File: src/rtl/hazard_pkg.sv
// Purpose: shared ISA field constants, state encoding and source-operand record for the hazard logic.
// Latency: n/a (declarations only).
// Backpressure: n/a.
package hazard_pkg;

  // Opcodes (instruction bits [31:27])
  localparam logic [4:0] OP_RTYPE = 5'b00000;
  localparam logic [4:0] OP_ADDI  = 5'b00101;
  localparam logic [4:0] OP_SW    = 5'b00111;
  localparam logic [4:0] OP_LW    = 5'b01000;
  localparam logic [4:0] OP_J     = 5'b00001;
  localparam logic [4:0] OP_BNE   = 5'b00010;
  localparam logic [4:0] OP_JAL   = 5'b00011;
  localparam logic [4:0] OP_JR    = 5'b00100;
  localparam logic [4:0] OP_BLT   = 5'b00110;
  localparam logic [4:0] OP_SETX  = 5'b10101;
  localparam logic [4:0] OP_BEX   = 5'b10110;

  // R-type ALU ops (instruction bits [6:2]) that go to the multdiv unit
  localparam logic [4:0] ALU_MUL = 5'b00110;
  localparam logic [4:0] ALU_DIV = 5'b00111;

  // Register that bex tests
  localparam logic [4:0] REG_STATUS = 5'd30;

  // Interlock FSM encoding
  localparam logic [0:0] ST_IDLE    = 1'b0;
  localparam logic [0:0] ST_MD_BUSY = 1'b1;

  localparam logic [31:0] NOP = 32'd0;

  // Source registers an instruction reads in D, each with a valid bit
  typedef struct packed {
    logic [4:0] srcA;
    logic       srcAValid;
    logic [4:0] srcB;
    logic       srcBValid;
  } srcSel_t;

  function automatic logic [4:0] opcodeOf(input logic [31:0] ir);
    return ir[31:27];
  endfunction

  function automatic logic [4:0] rdOf(input logic [31:0] ir);
    return ir[26:22];
  endfunction

  function automatic logic [4:0] rsOf(input logic [31:0] ir);
    return ir[21:17];
  endfunction

  function automatic logic [4:0] rtOf(input logic [31:0] ir);
    return ir[16:12];
  endfunction

  function automatic logic [4:0] aluOpOf(input logic [31:0] ir);
    return ir[6:2];
  endfunction

endpackage

File: src/rtl/hazard_src_decode.sv
// Purpose: map an instruction to the registers it reads (srcA/srcB + valid); r0 is never reported valid.
// Latency: combinational.
// Backpressure: none.
// Ports: ir (instruction in) -> srcA/srcAValid, srcB/srcBValid.
module hazard_src_decode
  import hazard_pkg::*;
(
  input  logic [31:0] ir,
  output logic [4:0]  srcA,
  output logic        srcAValid,
  output logic [4:0]  srcB,
  output logic        srcBValid
);

  logic       rawAValid;
  logic       rawBValid;
  logic [11:0] unusedBits;

  // Immediate / shamt / ALU-op bits do not name registers
  assign unusedBits = ir[11:0];

  always_comb begin
    srcA      = 5'd0;
    rawAValid = 1'b0;
    srcB      = 5'd0;
    rawBValid = 1'b0;
    case (opcodeOf(ir))
      OP_RTYPE: begin
        srcA = rsOf(ir); rawAValid = 1'b1;
        srcB = rtOf(ir); rawBValid = 1'b1;
      end
      // sw data (rd) is bypassed through dmem, so only the base register counts
      OP_ADDI, OP_LW, OP_SW: begin
        srcA = rsOf(ir); rawAValid = 1'b1;
      end
      // branches compare rd against rs
      OP_BNE, OP_BLT: begin
        srcA = rdOf(ir); rawAValid = 1'b1;
        srcB = rsOf(ir); rawBValid = 1'b1;
      end
      OP_JR: begin
        srcA = rdOf(ir); rawAValid = 1'b1;
      end
      OP_BEX: begin
        srcA = REG_STATUS; rawAValid = 1'b1;
      end
      default: ;  // j, jal, setx and unknown read nothing
    endcase
  end

  assign srcAValid = rawAValid && (srcA != 5'd0);
  assign srcBValid = rawBValid && (srcB != 5'd0);

endmodule

File: src/rtl/hazard_stall_unit.sv
// Purpose: pipeline interlock - load-use bubble, multdiv stall with timeout, taken-branch flush, stall counter.
// Latency: all controls combinational from current IRs/state; state, timer and counter update on clock.
// Backpressure: stalls PC/F/D (fd_en) and D/X (dx_en); multdiv stall holds X and bubbles X/M until md_ready or timeout.
// Ports: clock, reset (async active-low); fd_ir/dx_ir, branch_taken, md_ready in;
//        fd_en, dx_en, dx_bubble, xm_bubble, flush, md_start, md_busy, md_timeout, stall_count out.
module hazard_stall_unit
  import hazard_pkg::*;
#(
  parameter int MD_TIMEOUT = 40,
  parameter int CNT_W      = 32
) (
  input  logic             clock,
  input  logic             reset,
  input  logic [31:0]      fd_ir,
  input  logic [31:0]      dx_ir,
  input  logic             branch_taken,
  input  logic             md_ready,
  output logic             fd_en,
  output logic             dx_en,
  output logic             dx_bubble,
  output logic             xm_bubble,
  output logic             flush,
  output logic             md_start,
  output logic             md_busy,
  output logic             md_timeout,
  output logic [CNT_W-1:0] stall_count
);

  localparam int TIMER_W = (MD_TIMEOUT > 2) ? $clog2(MD_TIMEOUT) : 1;
  localparam logic [TIMER_W-1:0] TIMER_LAST = TIMER_W'(MD_TIMEOUT - 1);

  logic [0:0]         state;
  logic [TIMER_W-1:0] mdTimer;

  logic [4:0] srcA;
  logic       srcAValid;
  logic [4:0] srcB;
  logic       srcBValid;

  logic dxIsMd;
  logic loadUse;
  logic mdRelease;
  logic mdStall;
  logic timeoutHit;

  logic [21:0] unusedBits;
  assign unusedBits = {dx_ir[21:7], dx_ir[1:0], 5'd0};

  hazard_src_decode uSrcDecode (
    .ir        (fd_ir),
    .srcA      (srcA),
    .srcAValid (srcAValid),
    .srcB      (srcB),
    .srcBValid (srcBValid)
  );

  assign dxIsMd = (opcodeOf(dx_ir) == OP_RTYPE) &&
                  ((aluOpOf(dx_ir) == ALU_MUL) || (aluOpOf(dx_ir) == ALU_DIV));

  assign loadUse = (opcodeOf(dx_ir) == OP_LW) && (rdOf(dx_ir) != 5'd0) &&
                   ((srcAValid && (srcA == rdOf(dx_ir))) ||
                    (srcBValid && (srcB == rdOf(dx_ir))));

  assign md_busy    = (state == ST_MD_BUSY);
  // md_ready wins over the timeout when both land on the last cycle
  assign timeoutHit = md_busy && !md_ready && (mdTimer == TIMER_LAST);
  assign mdRelease  = md_busy && (md_ready || timeoutHit);
  // start only from IDLE so back-to-back mul/div each get one pulse
  assign md_start   = (state == ST_IDLE) && dxIsMd;
  assign mdStall    = md_start || (md_busy && !mdRelease);
  assign md_timeout = timeoutHit;

  always_comb begin
    fd_en     = 1'b1;
    dx_en     = 1'b1;
    dx_bubble = 1'b0;
    xm_bubble = 1'b0;
    flush     = 1'b0;
    if (mdStall) begin
      fd_en     = 1'b0;
      dx_en     = 1'b0;
      xm_bubble = 1'b1;
    end else if (branch_taken) begin
      // the dependent instruction gets squashed, so no load-use bubble needed
      flush = 1'b1;
    end else if (loadUse) begin
      // one bubble: next cycle the lw is in M and the bypass covers it
      fd_en     = 1'b0;
      dx_bubble = 1'b1;
    end
  end

  always_ff @(posedge clock or negedge reset) begin
    if (!reset) begin
      state   <= ST_IDLE;
      mdTimer <= '0;
    end else begin
      case (state)
        ST_IDLE: begin
          if (dxIsMd) begin
            state   <= ST_MD_BUSY;
            mdTimer <= '0;
          end
        end
        default: begin
          if (mdRelease) begin
            state   <= ST_IDLE;
            mdTimer <= '0;
          end else begin
            mdTimer <= mdTimer + TIMER_W'(1);
          end
        end
      endcase
    end
  end

  always_ff @(posedge clock or negedge reset) begin
    if (!reset) begin
      stall_count <= '0;
    end else if (!fd_en && (stall_count != {CNT_W{1'b1}})) begin
      stall_count <= stall_count + CNT_W'(1);
    end
  end

endmodule

File: config.mk
export PLATFORM = sky130hd
export DESIGN_NAME = hazard_stall_unit
export DESIGN_NICKNAME = d
export VERILOG_FILES = /design/src/rtl/hazard_pkg.sv /design/src/rtl/hazard_src_decode.sv /design/src/rtl/hazard_stall_unit.sv
export SDC_FILE = /design/constraint.sdc
export NUM_CORES = 1
export LEC_CHECK = 0
export CAP_MARGIN = 0
export CELL_PAD_IN_SITES_DETAIL_PLACEMENT = 0
export CELL_PAD_IN_SITES_GLOBAL_PLACEMENT = 1
export CORE_ASPECT_RATIO = 1.4
export CORE_MARGIN = 2
export CORE_UTILIZATION = 33
export CTS_BUF_LIST = sky130_fd_sc_hd__clkbuf_8
export DETAILED_ROUTE_END_ITERATION = 8
export PLACE_DENSITY_LB_ADDON = 0.25
export SLEW_MARGIN = 5
export SYNTH_ARGS = -nofsm -noshare
export SYNTH_HDL_FRONTEND = slang
export SYNTH_HIERARCHICAL = 1
export SYNTH_SLANG_ARGS = --single-unit
File: constraint.sdc
create_clock -name clock -period 3.88 [get_ports clock]
set_clock_uncertainty 0.2 [all_clocks]
set_input_delay 0.582 -clock clock [delete_from_list [all_inputs] [get_ports clock]]
set_output_delay 0.582 -clock clock [all_outputs]
set_load 0.005 [all_outputs]
==> flow_summary_export.csv <==
group,metric,value,unit
run_status,status,"complete, no violations",
timing,fin_crit,3.73,ns
clocking,clk_pin_slew,0.08,ns
clocking,cts.sinks,39,
global_routing,grt_max_degree,40,
timing,fin_crit_sh,96.1,%
yosys,ys_seq_elements,39,
yosys,synthesis.area,2560,sq um
drt,vias,2299,
setup_path,startpoint_type,"input pin",
worst_hold_path,holdCritPathClass,"in2async",
yosys,ys_types,55,
drt,viasPerCell,5.11,
yosys,avgSynthCellArea,10.1,sq um
setup_path,path_class,"in2out",
floorplan,start_util,33.5,%
setup_path,reg2reg_from,"stall_count[0]",
global_routing,busiest_layer,"met2",
floorplan,dieArea,8500,sq um
clocking,cts_root_buf,"clkbuf_8",
global_routing,grt-ovfl-total,0,
yosys,synthFlopType,"dfrtp_1",
global_routing,grt_pass1_wl,11.6,mm
clocking,cts_tree,"done",
power_and_ir_drop,ir_worst_vdd,0.204,mV
yosys,yosysSeqAreaShare,38.1,%
cells_and_area,drive_above_1_share,21.1,%
timing,slew_headroom,38.7,%
floorplan,die_w,78.5,um
power_and_ir_drop,p_int,0.600,mW
floorplan,pin_count,108,
timing,worstMarginPinSlew,0.920,ns
placement,hpwlAfterDp,5.15,mm
power_and_ir_drop,p_comb_share,14.4,%
power_and_ir_drop,power_per_cell_area,218,nW/um^2
cells_and_area,multi_input_area,1560,sq um
timing,setup_ws,0.150,ns
yosys,synthCells,253,
flow_run,max-cap-violations,0,
cells_and_area,final_area,3680,sq um
global_routing,use_met3,3.34,%
timing,finalHoldViolations,0,
global_routing,met1_usage,19.7,%
yosys,synth_fp_nets,323,
setup_path,cp.arrival,2.95,ns
power_and_ir_drop,seq_power_share,51.8,%
clocking,insertion_delay,0.30,ns
cells_and_area,post-route-util,48.1,%
timing,whs,0.210,ns
placement,place_congestion,0.801,
floorplan,core_area,7650,sq um
floorplan,die_h,108,um
yosys,async_flop_share,100,%
global_routing,grt_pass1_vias,2430,
power_and_ir_drop,leakage,1.55,nW
placement,numPortBuffers,77,
cells_and_area,antenna_cells,0,
drt,postRouteAntennaNets,0,
drt,drt-pass1-iter-count,4,
clocking,h-tree-depth,2,
cells_and_area,seqCellArea,976,sq um
setup_path,worst_ep_required_time,3.10,ns
cells_and_area,stdcell_count,450,
drt,wl,6.84,mm
yosys,yosysWarnings,6,
clocking,clock_path_buffers,2,
drt,drc,0,
timing,grt_setup_unrepaired,"no",
timing,fmax,0.268,GHz
cells_and_area,fin_nets,419,
drt,drtIter0Drc,41,
cells_and_area,area_delta_synth_final,43.5,%
setup_path,worstSetupEndpointType,"output port",
placement,dp_cells,441,
yosys,synth_edf_count,0,
placement,placed_area,3550,sq um
placement,place_ws,-0.208,ns
global_routing,antenna_found_initial,0,
power_and_ir_drop,sw_frac_of_total,25.2,%
global_routing,grt.met2_usage,31.0,%
floorplan,rows,38,
power_and_ir_drop,switchingPower,0.202,mW
clocking,cts_buffers,5,
drt,wl_per_cell,15.2,um
global_routing,grt.total_usage,17.1,%
timing,final-setup-viol-count,0,
cells_and_area,num-fill-cells,726,
setup_path,worstPathMaxFanout,4,
timing,finalMaxSlewViolations,0,
setup_path,crit_start,"fd_ir[27]",
power_and_ir_drop,pwr-share-clk,33.8,%
## worst max-delay path: stages
cell             delay (ns)
clkdlybuf4s50_1        0.49
or4bb_4                0.50
a21boi_2               0.17
or2_2                  0.15
xor2_1                 0.07
nor4_2                 0.34
a32oi_2                0.12
o21a_4                 0.25
dlygate4sd2_1          0.26
## state kept, by name, indices dropped and copies added, names as in the netlist
signal,count
stall_count,32
mdTimer,6
md_busy,1
## worst paths after layout
check / slack (ns) / to / cells past startpoint
hold / removal: 0.21 / mdTimer[5] / 1
min in group clock: 0.29 / stall_count[9] / 1
hold reg to reg: 0.29 / stall_count[9] / 1
max in group asynchronous: 2.69 / stall_count[6] / 1
setup / recovery: 0.15 / fd_en / 9
setup reg to reg: 1.26 / stall_count[1] / 9
## stage by stage
| stage | setup TNS [ns] | total power, mW |
|---|---|---|
| 2_1_floorplan | 0 | 0.462 |
| 3_3_place_gp | -0.279 | 0.534 |
| 3_5_place_dp | -1.01 | 0.535 |
| 4_1_cts | 0 | 0.818 |
| 5_1_grt | 0 | 0.844 |
| 6_report | 0 | 0.802 |
## cell type report
cell class	instances	area share (%)
multi-input cells	201	42.5
flip-flops and latches	39	26.5
repair buffers	95	24.6
well taps	100	3.40
clock buffers	5	1.87
inverters	7	0.714
clock inverters	3	0.408
## placed cells by master (no fill, tap or decap), drive strengths merged, types with 7 or more instances in the layout
cell / count
nor4: 13
nand3: 19
xnor2: 9
xor2: 32
inv: 7
nor2: 18
nand2: 20
nor3: 14
clkdlybuf4s50: 71
o21ai: 8
buf: 19
dfrtp: 39
## Yosys cell counts (all sizes together), types with 4 or more instances
library cell / instances / area share [%]
nand3: 19 / 3.9
nand4: 6 / 1.5
dfrtp: 39 / 38
nor2: 18 / 2.8
nor3: 14 / 4.3
inv: 7 / 1.0
and2: 4 / 0.98
xnor2: 9 / 3.1
o21ai: 8 / 1.6
nor4b: 4 / 2.3
buf: 6 / 1.7
and3: 6 / 1.5
and4: 5 / 1.7
nor4: 13 / 5.5
nand2: 20 / 3.0
a22oi: 6 / 2.0
xor2: 32 / 11
## routing by layer
metal | part of all wire, % | wire length [um]
met1 | 43 | 2940
met2 | 50 | 3410
met3 | 5.0 | 343
met4 | 2.1 | 141
met5 | 0 | 0
## repair_timing
| action | 4_1_cts | 5_1_grt |
|---|---|---|
| cloned | 0 | 0 |
| pin swaps | 3 | 3 |
| endpoints found under the setup margin | 2 | 2 |
| setup buffers | 1 | 0 |
| hold buffers | 0 | 0 |
| resized for setup | 11 | 4 |
## power groups by stage
stage                     clock network, mW  logic (mW)  registers, mW
final                                 0.271       0.115          0.415
after global routing                  0.300       0.128          0.416
after CTS                             0.287       0.116          0.415
after detailed placement                  0       0.112          0.423
after global placement                    0       0.111          0.423
after floorplan                           0      0.0390          0.423
## kinds of logic after synthesis
family,Yosys count,share of synthesized area [%]
mux,2,0.878
buf+inv,13,2.68
xor+xnor,41,14.0
simple gates,123,32.3
fa+ha+maj,2,0.976
flops,39,38.1
compound gates,33,11.1
(Power assumes the default switching activity.)
